===== config.mk =====
export PLATFORM = sky130hd
export DESIGN_NAME = mini_core_mem_stage_flat
export DESIGN_NICKNAME = d
export VERILOG_FILES = /design/src/rtl/mini_core_mem_stage_if.sv /design/src/rtl/mini_core_mem_stage.sv /design/src/flat_wrapper.sv
export SDC_FILE = /design/constraint.sdc
export NUM_CORES = 1
export LEC_CHECK = 0
export ABC_AREA = 0
export BUFFER_PORTS_ARGS = -buffer_cell sky130_fd_sc_hd__buf_4
export CAP_MARGIN = 10
export CORE_AREA = 2 2 79 137
export DETAILED_ROUTE_END_ITERATION = 10
export DIE_AREA = 0 0 81 139
export PLACE_DENSITY = 0.77
export SYNTH_ARGS = -nofsm -noshare
export SYNTH_HDL_FRONTEND = slang
export SYNTH_SLANG_ARGS = --single-unit

===== constraint.sdc =====
create_clock -name Clock -period 1.8 [get_ports Clock]
set_input_delay 0.36 -clock Clock [delete_from_list [all_inputs] [get_ports Clock]]
set_output_delay 0.36 -clock Clock [all_outputs]
set_load 0.02 [all_outputs]

===== src/rtl/mini_core_mem_stage_if.sv =====
// Data-memory request/response bus between the mini core memory stage and the memory.
interface mini_core_mem_stage_if;
    logic        DMemReqValid;
    logic        DMemReqReady;
    logic [31:0] DMemReqAddr;
    logic        DMemReqWrEn;
    logic [3:0]  DMemReqByteEn;
    logic [31:0] DMemReqWrData;
    logic        DMemRspValid;
    logic [31:0] DMemRspData;

    modport master (
        output DMemReqValid, DMemReqAddr, DMemReqWrEn, DMemReqByteEn, DMemReqWrData,
        input  DMemReqReady, DMemRspValid, DMemRspData
    );

    modport slave (
        input  DMemReqValid, DMemReqAddr, DMemReqWrEn, DMemReqByteEn, DMemReqWrData,
        output DMemReqReady, DMemRspValid, DMemRspData
    );
endinterface


===== src/rtl/mini_core_mem_stage.sv =====
// Mini core Q103H memory stage: load/store sequencing, lane steering and Q104H writeback flops.
// Optional misaligned-access trap is enabled by defining MINI_CORE_MISALIGN_CHK_EN.
module mini_core_mem_stage #(
    parameter int unsigned TIMEOUT_CYC = 255
) (
    input  logic        Clock,
    input  logic        Rst,
    input  logic        DMemRdEnQ103H,
    input  logic        DMemWrEnQ103H,
    input  logic [1:0]  DMemSizeQ103H,
    input  logic        SignExtQ103H,
    input  logic [1:0]  WbSelQ103H,
    input  logic        RegWrEnQ103H,
    input  logic [4:0]  RegDstQ103H,
    input  logic [31:0] AluOutQ103H,
    input  logic [31:0] PcPlus4Q103H,
    input  logic [31:0] DMemWrDataQ103H,
    mini_core_mem_stage_if.master dmem,
    output logic        ReadyQ103H,
    output logic [31:0] RegWrDataQ104H,
    output logic        RegWrEnQ104H,
    output logic [4:0]  RegDstQ104H,
    output logic        MisalignQ104H,
    output logic        TimeoutErr
);

    localparam int unsigned CNT_W = $clog2(TIMEOUT_CYC + 1);

    typedef enum logic [1:0] {ST_IDLE, ST_REQ, ST_WAIT_RSP} state_t;

    state_t             r_state;
    state_t             w_state_nxt;
    logic [CNT_W-1:0]   r_cnt;
    logic               r_timeout_err;
    logic               r_misalign;
    logic [31:0]        r_wr_data;
    logic               r_wr_en;
    logic [4:0]         r_dst;

    logic               w_mem_op;
    logic               w_is_store;
    logic               w_is_word;
    logic               w_is_half;
    logic               w_misalign;
    logic               w_misalign_hit;
    logic               w_req_valid;
    logic               w_ready;
    logic               w_timeout;
    logic               w_load_valid;
    logic [1:0]         w_lane;
    logic [3:0]         w_byte_en;
    logic [31:0]        w_wr_data;
    logic [31:0]        w_rsp_shifted;
    logic [31:0]        w_load_ext;
    logic [31:0]        w_load_data;
    logic [31:0]        w_wb_data;

    assign w_mem_op   = DMemWrEnQ103H | DMemRdEnQ103H;
    assign w_is_store = DMemWrEnQ103H;
    assign w_is_word  = DMemSizeQ103H[1];
    assign w_is_half  = (DMemSizeQ103H == 2'b01);

`ifdef MINI_CORE_MISALIGN_CHK_EN
    assign w_misalign = w_mem_op & ((w_is_half & AluOutQ103H[0]) |
                                    (w_is_word & (AluOutQ103H[1:0] != 2'b00)));
`else
    assign w_misalign = 1'b0;
`endif

    // Lane steering: word ignores addr[1:0], half ignores addr[0].
    always_comb begin
        w_lane    = 2'b00;
        w_byte_en = 4'b1111;
        w_wr_data = DMemWrDataQ103H;
        if (!w_is_word && w_is_half) begin
            w_lane    = {AluOutQ103H[1], 1'b0};
            w_byte_en = 4'b0011 << w_lane;
            w_wr_data = {2{DMemWrDataQ103H[15:0]}};
        end else if (!w_is_word) begin
            w_lane    = AluOutQ103H[1:0];
            w_byte_en = 4'b0001 << w_lane;
            w_wr_data = {4{DMemWrDataQ103H[7:0]}};
        end
    end

    always_comb begin
        w_rsp_shifted = dmem.DMemRspData >> {w_lane, 3'b000};
        w_load_ext    = w_rsp_shifted;
        if (!w_is_word && w_is_half)
            w_load_ext = {{16{SignExtQ103H & w_rsp_shifted[15]}}, w_rsp_shifted[15:0]};
        else if (!w_is_word)
            w_load_ext = {{24{SignExtQ103H & w_rsp_shifted[7]}}, w_rsp_shifted[7:0]};
        w_load_data = w_load_valid ? w_load_ext : 32'h0;
    end

    always_comb begin
        case (WbSelQ103H)
            2'b01:   w_wb_data = w_load_data;
            2'b10:   w_wb_data = PcPlus4Q103H;
            default: w_wb_data = AluOutQ103H;
        endcase
    end

    // Next-state and handshake decode.
    always_comb begin
        w_state_nxt    = r_state;
        w_req_valid    = 1'b0;
        w_ready        = 1'b0;
        w_timeout      = 1'b0;
        w_load_valid   = 1'b0;
        w_misalign_hit = 1'b0;
        case (r_state)
            ST_IDLE: begin
                if (!w_mem_op) begin
                    w_ready = 1'b1;
                end else if (w_misalign) begin
                    w_ready        = 1'b1;
                    w_misalign_hit = 1'b1;
                end else begin
                    w_req_valid = 1'b1;
                    if (!dmem.DMemReqReady)
                        w_state_nxt = ST_REQ;
                    else if (w_is_store)
                        w_ready = 1'b1;
                    else
                        w_state_nxt = ST_WAIT_RSP;
                end
            end
            ST_REQ: begin
                w_req_valid = 1'b1;
                if (dmem.DMemReqReady) begin
                    if (w_is_store) begin
                        w_ready     = 1'b1;
                        w_state_nxt = ST_IDLE;
                    end else begin
                        w_state_nxt = ST_WAIT_RSP;
                    end
                end
            end
            ST_WAIT_RSP: begin
                if (dmem.DMemRspValid) begin
                    w_ready      = 1'b1;
                    w_load_valid = 1'b1;
                    w_state_nxt  = ST_IDLE;
                end else if (r_cnt == CNT_W'(TIMEOUT_CYC - 1)) begin
                    w_ready     = 1'b1;
                    w_timeout   = 1'b1;
                    w_state_nxt = ST_IDLE;
                end
            end
            default: w_state_nxt = ST_IDLE;
        endcase
    end

    always_ff @(posedge Clock or posedge Rst) begin
        if (Rst) begin
            r_state       <= ST_IDLE;
            r_cnt         <= '0;
            r_timeout_err <= 1'b0;
            r_misalign    <= 1'b0;
            r_wr_data     <= 32'h0;
            r_wr_en       <= 1'b0;
            r_dst         <= 5'd0;
        end else begin
            r_state       <= w_state_nxt;
            r_cnt         <= (r_state == ST_WAIT_RSP) ? r_cnt + CNT_W'(1) : '0;
            r_timeout_err <= r_timeout_err | w_timeout;
            r_misalign    <= w_misalign_hit;
            if (w_ready) begin
                r_wr_data <= w_wb_data;
                r_wr_en   <= RegWrEnQ103H & ~w_misalign_hit;
                r_dst     <= RegDstQ103H;
            end else begin
                r_wr_en   <= 1'b0;
            end
        end
    end

    // Request valid drops immediately under reset even if a memory op is presented.
    assign dmem.DMemReqValid  = w_req_valid & ~Rst;
    assign dmem.DMemReqAddr   = {AluOutQ103H[31:2], 2'b00};
    assign dmem.DMemReqWrEn   = w_is_store;
    assign dmem.DMemReqByteEn = w_byte_en;
    assign dmem.DMemReqWrData = w_wr_data;

    assign ReadyQ103H     = w_ready;
    assign RegWrDataQ104H = r_wr_data;
    assign RegWrEnQ104H   = r_wr_en;
    assign RegDstQ104H    = r_dst;
    assign MisalignQ104H  = r_misalign;
    assign TimeoutErr     = r_timeout_err;

endmodule


===== src/flat_wrapper.sv =====
// flat-port wrapper written by rule: the top's interface ports become plain ports
module mini_core_mem_stage_flat 
#(
    parameter int unsigned TIMEOUT_CYC = 255
)
  (Clock, Rst, DMemRdEnQ103H, DMemWrEnQ103H, DMemSizeQ103H, SignExtQ103H, WbSelQ103H, RegWrEnQ103H, RegDstQ103H, AluOutQ103H, PcPlus4Q103H, DMemWrDataQ103H, ReadyQ103H, RegWrDataQ104H, RegWrEnQ104H, RegDstQ104H, MisalignQ104H, TimeoutErr, dmem_DMemReqValid, dmem_DMemReqAddr, dmem_DMemReqWrEn, dmem_DMemReqByteEn, dmem_DMemReqWrData, dmem_DMemReqReady, dmem_DMemRspValid, dmem_DMemRspData);
  mini_core_mem_stage_if dmem_i ();
  input  logic Clock;
  input  logic Rst;
  input  logic DMemRdEnQ103H;
  input  logic DMemWrEnQ103H;
  input  logic [1:0] DMemSizeQ103H;
  input  logic SignExtQ103H;
  input  logic [1:0] WbSelQ103H;
  input  logic RegWrEnQ103H;
  input  logic [4:0] RegDstQ103H;
  input  logic [31:0] AluOutQ103H;
  input  logic [31:0] PcPlus4Q103H;
  input  logic [31:0] DMemWrDataQ103H;
  output logic ReadyQ103H;
  output logic [31:0] RegWrDataQ104H;
  output logic RegWrEnQ104H;
  output logic [4:0] RegDstQ104H;
  output logic MisalignQ104H;
  output logic TimeoutErr;
  output wire logic [$bits(dmem_i.DMemReqValid)-1:0] dmem_DMemReqValid;
  output wire logic [$bits(dmem_i.DMemReqAddr)-1:0] dmem_DMemReqAddr;
  output wire logic [$bits(dmem_i.DMemReqWrEn)-1:0] dmem_DMemReqWrEn;
  output wire logic [$bits(dmem_i.DMemReqByteEn)-1:0] dmem_DMemReqByteEn;
  output wire logic [$bits(dmem_i.DMemReqWrData)-1:0] dmem_DMemReqWrData;
  input wire logic [$bits(dmem_i.DMemReqReady)-1:0] dmem_DMemReqReady;
  input wire logic [$bits(dmem_i.DMemRspValid)-1:0] dmem_DMemRspValid;
  input wire logic [$bits(dmem_i.DMemRspData)-1:0] dmem_DMemRspData;
  assign dmem_DMemReqValid = dmem_i.DMemReqValid;
  assign dmem_DMemReqAddr = dmem_i.DMemReqAddr;
  assign dmem_DMemReqWrEn = dmem_i.DMemReqWrEn;
  assign dmem_DMemReqByteEn = dmem_i.DMemReqByteEn;
  assign dmem_DMemReqWrData = dmem_i.DMemReqWrData;
  assign dmem_i.DMemReqReady = dmem_DMemReqReady;
  assign dmem_i.DMemRspValid = dmem_DMemRspValid;
  assign dmem_i.DMemRspData = dmem_DMemRspData;
  mini_core_mem_stage #(.TIMEOUT_CYC(TIMEOUT_CYC)) u_core (.Clock(Clock), .Rst(Rst), .DMemRdEnQ103H(DMemRdEnQ103H), .DMemWrEnQ103H(DMemWrEnQ103H), .DMemSizeQ103H(DMemSizeQ103H), .SignExtQ103H(SignExtQ103H), .WbSelQ103H(WbSelQ103H), .RegWrEnQ103H(RegWrEnQ103H), .RegDstQ103H(RegDstQ103H), .AluOutQ103H(AluOutQ103H), .PcPlus4Q103H(PcPlus4Q103H), .DMemWrDataQ103H(DMemWrDataQ103H), .dmem(dmem_i), .ReadyQ103H(ReadyQ103H), .RegWrDataQ104H(RegWrDataQ104H), .RegWrEnQ104H(RegWrEnQ104H), .RegDstQ104H(RegDstQ104H), .MisalignQ104H(MisalignQ104H), .TimeoutErr(TimeoutErr));
endmodule

Yosys cells after proc, flatten, opt, wreduce, memory -nomap -nowiden

Cells that the tools add are included.

Add/sub/neg operators: 1
$mul: 0
Div/mod/pow operators: 0
$lt $le $gt $ge: 0
Equality and inequality tests: 10
Shifts and indexed selects: 3
Multiplexer cells: 32
Bitwise logic cells: 6
Reductions and logical operators: 4

Operators by type and width:

| kind                                                                    | number |
|---|---|
| 32-bit 2-to-1 mux                                                       | 5 |
| 32-bit one-hot mux with 2 select lines                                  | 1 |
| 32-bit by 5-bit >> shifter with 32-bit output                           | 1 |
| 2-bit 2-to-1 mux                                                        | 9 |
| 1-bit 2-to-1 mux                                                        | 11 |
| 8-bit by 1-bit adder with 8-bit output, second input constant           | 1 |
| 8-bit == test, second input constant                                    | 1 |
| 4-bit 2-to-1 mux                                                        | 2 |
| 8-bit 2-to-1 mux                                                        | 1 |
| 2-bit by 1-bit == test with 1-bit output, second input constant         | 3 |
| 2-bit one-hot mux with 3 select lines                                   | 1 |
| 2-bit == test, second input constant                                    | 2 |
| 4-bit AND reduction                                                     | 1 |
| 1-bit by 2-bit << shifter with 4-bit output, first input constant       | 1 |
| 2-bit by 2-bit << shifter with 4-bit output, first input constant       | 1 |
| 1-bit AND                                                               | 3 |
| 3-bit by 2-bit inequality test with 1-bit output, second input constant | 1 |
| 3-bit inequality test, second input constant                            | 1 |
| 1-bit one-hot mux with 3 select lines                                   | 1 |
| 2-bit logical NOT                                                       | 1 |
| 2-bit by 1-bit inequality test with 1-bit output, second input constant | 1 |
| 2-bit inequality test, second input constant                            | 1 |
| 1-bit OR                                                                | 2 |
| 1-bit one-hot mux with 2 select lines                                   | 1 |
| other kinds (3)                                                         | 3 |

Flip-flop bits (word level): 49
Latch bits: 0
Memory bits (writable): 0
Memory bits (read-only): 0
Bits of input ports: 145
Output and inout port bits: 111
Logic and storage cells: 62
Memories kept: 0

Longest topological paths before layout

Depth after elaboration: 9
Gate-level depth with buffers: 10
Gate-level depth less buffers: 8

Worst setup path before layout

OpenSTA, ideal clock, no wires.

Path kind: input to output
From: input port DMemSizeQ103H[0]
To: output port dmem_DMemReqWrData[26]
Arrival time: 1.720 ns
Required time: 1.440 ns
Slack: -0.280 ns
Cell stages on the path: 4
Cells stage by stage: buf_1 -> buf_1 -> mux2i_1 -> o21ai_0

Longest elaborated chain between the ends: 3

RTL lines:

| item                                     | line                      | text |
|---|---|---|
| start, declared                          | flat_wrapper.sv:12        | `input logic [1:0] DMemSizeQ103H;` |
| 2-bit by 1-bit == test with 1-bit output | mini_core_mem_stage.sv:61 | `assign w_is_half = (DMemSizeQ103H == 2'b01);` |
| 1-bit logical AND                        | mini_core_mem_stage.sv:75 | `if (!w_is_word && w_is_half) begin` |
| 32-bit 2-to-1 mux                        | mini_core_mem_stage.sv:75 |  |
| end, declared                            | flat_wrapper.sv:30        | `output wire logic [$bits(dmem_i.DMemReqWrData)-1:0] dmem_DMemReqWrData;` |

No other way between the ends.

Worst setup path in the final report

From: register u_core.r_cnt[3]
To: output port ReadyQ103H

Longest elaborated chain between the ends: 4

RTL lines:

| item                                  | line                       | text |
|---|---|---|
| start, declared                       | mini_core_mem_stage.sv:33  | `logic [CNT_W-1:0] r_cnt;` |
| start signal, assigned                | mini_core_mem_stage.sv:166 | `r_cnt <= (r_state == ST_WAIT_RSP) ? r_cnt + CNT_W'(1) : '0;` |
| 8-bit == test                         | mini_core_mem_stage.sv:145 | `end else if (r_cnt == CNT_W'(TIMEOUT_CYC - 1)) begin` |
| 1-bit 2-to-1 mux                      | mini_core_mem_stage.sv:145 |  |
| 1-bit 2-to-1 mux                      | mini_core_mem_stage.sv:141 | `if (dmem.DMemRspValid) begin` |
| 1-bit one-hot mux with 3 select lines | mini_core_mem_stage.sv:112 | `case (r_state)` |
| end, declared                         | flat_wrapper.sv:20         | `output logic ReadyQ103H;` |

No other way between the ends.

==> qor.csv <==
metric,value,unit
critical_path.top_delay_family,simple AND/OR/NAND/NOR gates,
clk_latency,0.29,ns
synthMuxAreaShare,9.08,%
design.core.area,10200,sq um
drive_gt1_share,51.0,%
critPathKind,flop to primary output,
drc,0,
grt_pass1_wl,22600,um
antenna_left,0,
arrival,1.52,ns
place_congestion,0.923,
cts_buffer_depth,2,
die_w,81,um
avgRoutedWirePerCell,18.3,um
final-hold-violation-count,0,
synth_top_family_by_area,compound AO/OA/AOI/OAI gates,
cts_buffers,5,
start_kind,flop,
finalSetupViolCount,18,
synth_enable_flop_cells,0,
dp.cells,831,
area_delta_synth_final,65.2,%
synthArstFlopShare,100,%
clk_pin_slew,0.07,ns
instances_no_fill,849,
root_buffer,clkbuf_16,
ys.flop_type,dfrtp_1,
drtIter0Drc,325,
status,finished with violations,
utilization,61.1,%
cts_tree,done,
cpPeakStageDelay,0.38,ns
rows,49,
fmax,533,MHz
ios,256,
rsz0062_at_grt,yes,
syn_inst,472,
io_buffers,252,
peakVddDrop,0.426,mV
synth_top_cell_by_area,dfrtp_1,
cp-end-kind,primary output,
fin_crit_sh,104,%
dieArea,11300,sq um
antenna_found_initial,0,
p_leak,3.20,nW
slew_viol_final,0,
cp.required,1.44,ns
hpwl,12200,um
synth_cell_types,49,
grt.total_usage,25.9,%
grt_overflow,0,
power_density,773,nW/um^2
cp.depth,6,
synth.top_cell.area_share,32.6,%
fin_crit,1.88,ns
synth_compound_area_share,26.3,%
synth.avg_cell_area,7.97,sq um
ys_warn_count,0,
fin_skew,0.00746,ns
grt_pass1_vias,4630,
vias_per_cell,5.42,
r2r_setup_slack,-0.03,ns
synth_fa_ha_area_share,1.33,%
min_path_type,input port to asynchronous set/reset pin,
final_net_count,871,
failed_checks,setup timing,
crit_buf_inv,3,
maxCapViolCount,0,
antennaDiodeCount,0,
cts.sinks,49,
reg2regPathDepth,7,
grt_max_degree,48,
synthXorXnorAreaFrac,1.40,%
setup_ws,-0.0772,ns
wl,15500,um
cp_max_fo,4,
synth_simple_gate_area_share,14.0,%
crit_chain,and4_4 > and4_4 > o21ai_4 > buf_6 > inv_4 > buf_6,
vias,4600,
hold_buffers,0,
crit_slowest_cell,dfrtp_1,
synth_area,3760,sq um
netlist_top_cells_area,"dfrtp_1, a21oi_1, buf_4",
initial_utilization,37.0,%
ys_seq_area_share,32.6,%
firstDrtPassIters,5,
ys_ff_latch,49,
cts_max_level,2,
die_y,139,um
-- worst reg2reg max path: stages, from the launching register on --
cell and delay (ns):
dfrtp_1 0.37, and4_4 0.22, and4_4 0.25, o21ai_4 0.07
or3_1 0.36, buf_6 0.17, o22ai_1 0.18, a21oi_1 0.09
-- final cells by class --
type	count	area [sq um]
Fill cell	915	3960
Multi-Input combinational cell	319	2090
Sequential cell	49	1230
Inverter	33	126
Clock inverter	2	35.0
Tap cell	127	159
Clock buffer	5	125
Timing Repair Buffer	314	2450
-- state kept, by name (all words and copies together) (netlist names) --
| name | flops |
|---|---|
| u_core.RegDstQ104H | 5 |
| u_core.RegWrDataQ104H | 32 |
| u_core.RegWrEnQ104H | 1 |
| u_core.TimeoutErr | 1 |
| u_core.r_cnt | 8 |
| u_core.r_state | 2 |
-- synthesized netlist by cell type (5+ instances only) --
cell and instances:
mux2_2 17, a21oi_1 65, o22ai_1 29, buf_4 43
a221o_1 5, dfrtp_1 49, o21ai_1 7, mux2i_1 15
nor2_1 25, nand2_1 62, inv_1 32, xor2_1 5
o31ai_1 7, a221oi_1 7, buf_2 5, o21ai_0 14
and3_1 7, a211oi_1 7, clkbuf_1 21
-- metal layers --
metal | global-route usage (%) | vias to the layer above | routed length, um
met2 | 47.8 | 255 | 8460
li1 | - | 2116 | -
met5 | 0 | - | 0
met3 | 4.17 | 44 | 1140
met1 | 28.7 | 2185 | 5420
met4 | 9.81 | 0 | 518
-- per-stage QoR --
stage          setup WS [ns]  area [sq um]  hold slack (ns)  TNS, ns  total power, mW
2_1_floorplan        -0.0943          3800            0.431   -0.803             2.60
3_5_place_dp          -0.375          5800            0.407    -7.50             3.62
4_1_cts              -0.0793          6040           0.0982  -0.0793             4.69
3_3_place_gp          -0.248          5800            0.402    -5.10             3.56
5_1_grt               -0.121          6220            0.118    -1.59             5.03
6_report             -0.0772          6220           0.0838   -0.300             4.80
-- worst paths after layout --
check,to,from
setup / recovery,ReadyQ103H,u_core.r_cnt[3]$_DFF_PP0_
hold reg to reg,u_core.RegDstQ104H[1]$_DFFE_PP0P_,u_core.RegDstQ104H[1]$_DFFE_PP0P_
setup reg to reg,u_core.RegWrDataQ104H[30]$_DFFE_PP0P_,u_core.r_cnt[5]$_DFF_PP0_
max in group asynchronous,u_core.RegWrDataQ104H[23]$_DFFE_PP0P_,Rst
hold / removal,u_core.r_cnt[5]$_DFF_PP0_,Rst
min in group Clock,u_core.r_state[0]$_DFFE_PP0P_,dmem_DMemReqReady
-- kinds of logic after synthesis --
family / after synthesis
compound gates: 157
xor+xnor: 6
fa+ha+maj: 4
buf+inv: 106
flops: 49
mux: 32
other cells: 1
simple gates: 117
-- layout by cell type (no fill, tap or decap), types with 4 or more instances in the layout --
cell type  instances
inv_1             31
dfrtp_1           48
a21oi_1           60
o31ai_2            4
clkbuf_16          7
mux2i_1           15
o22ai_1           27
nand2_1           62
and3_1             7
nor2_1            24
a221o_1            5
a221oi_2           4
ha_1               4
o21ai_0            7
mux2_2            17
buf_4            305
xor2_1             5
a211oi_1           7
o21ai_1           14
a31oi_1            4
nand2b_1           4
-- report_power, final --
part	internal [mW]	leakage [nW]	switching (mW)	total, mW
Clock	0.646	0.0797	0.404	1.05
Combinational	1.06	2.50	1.21	2.27
Sequential	1.33	0.623	0.158	1.49
Total	3.03	3.20	1.77	4.80
-- repair_timing --
item / 4_1_cts / 5_1_grt
pin swaps: 5 / 3
setup buffers: 5 / 5
resized for setup: 7 / 21
cloned: 0 / 2
setup endpoints to repair: 26 / 30
Note: power is estimated with default switching activity, not from simulation.
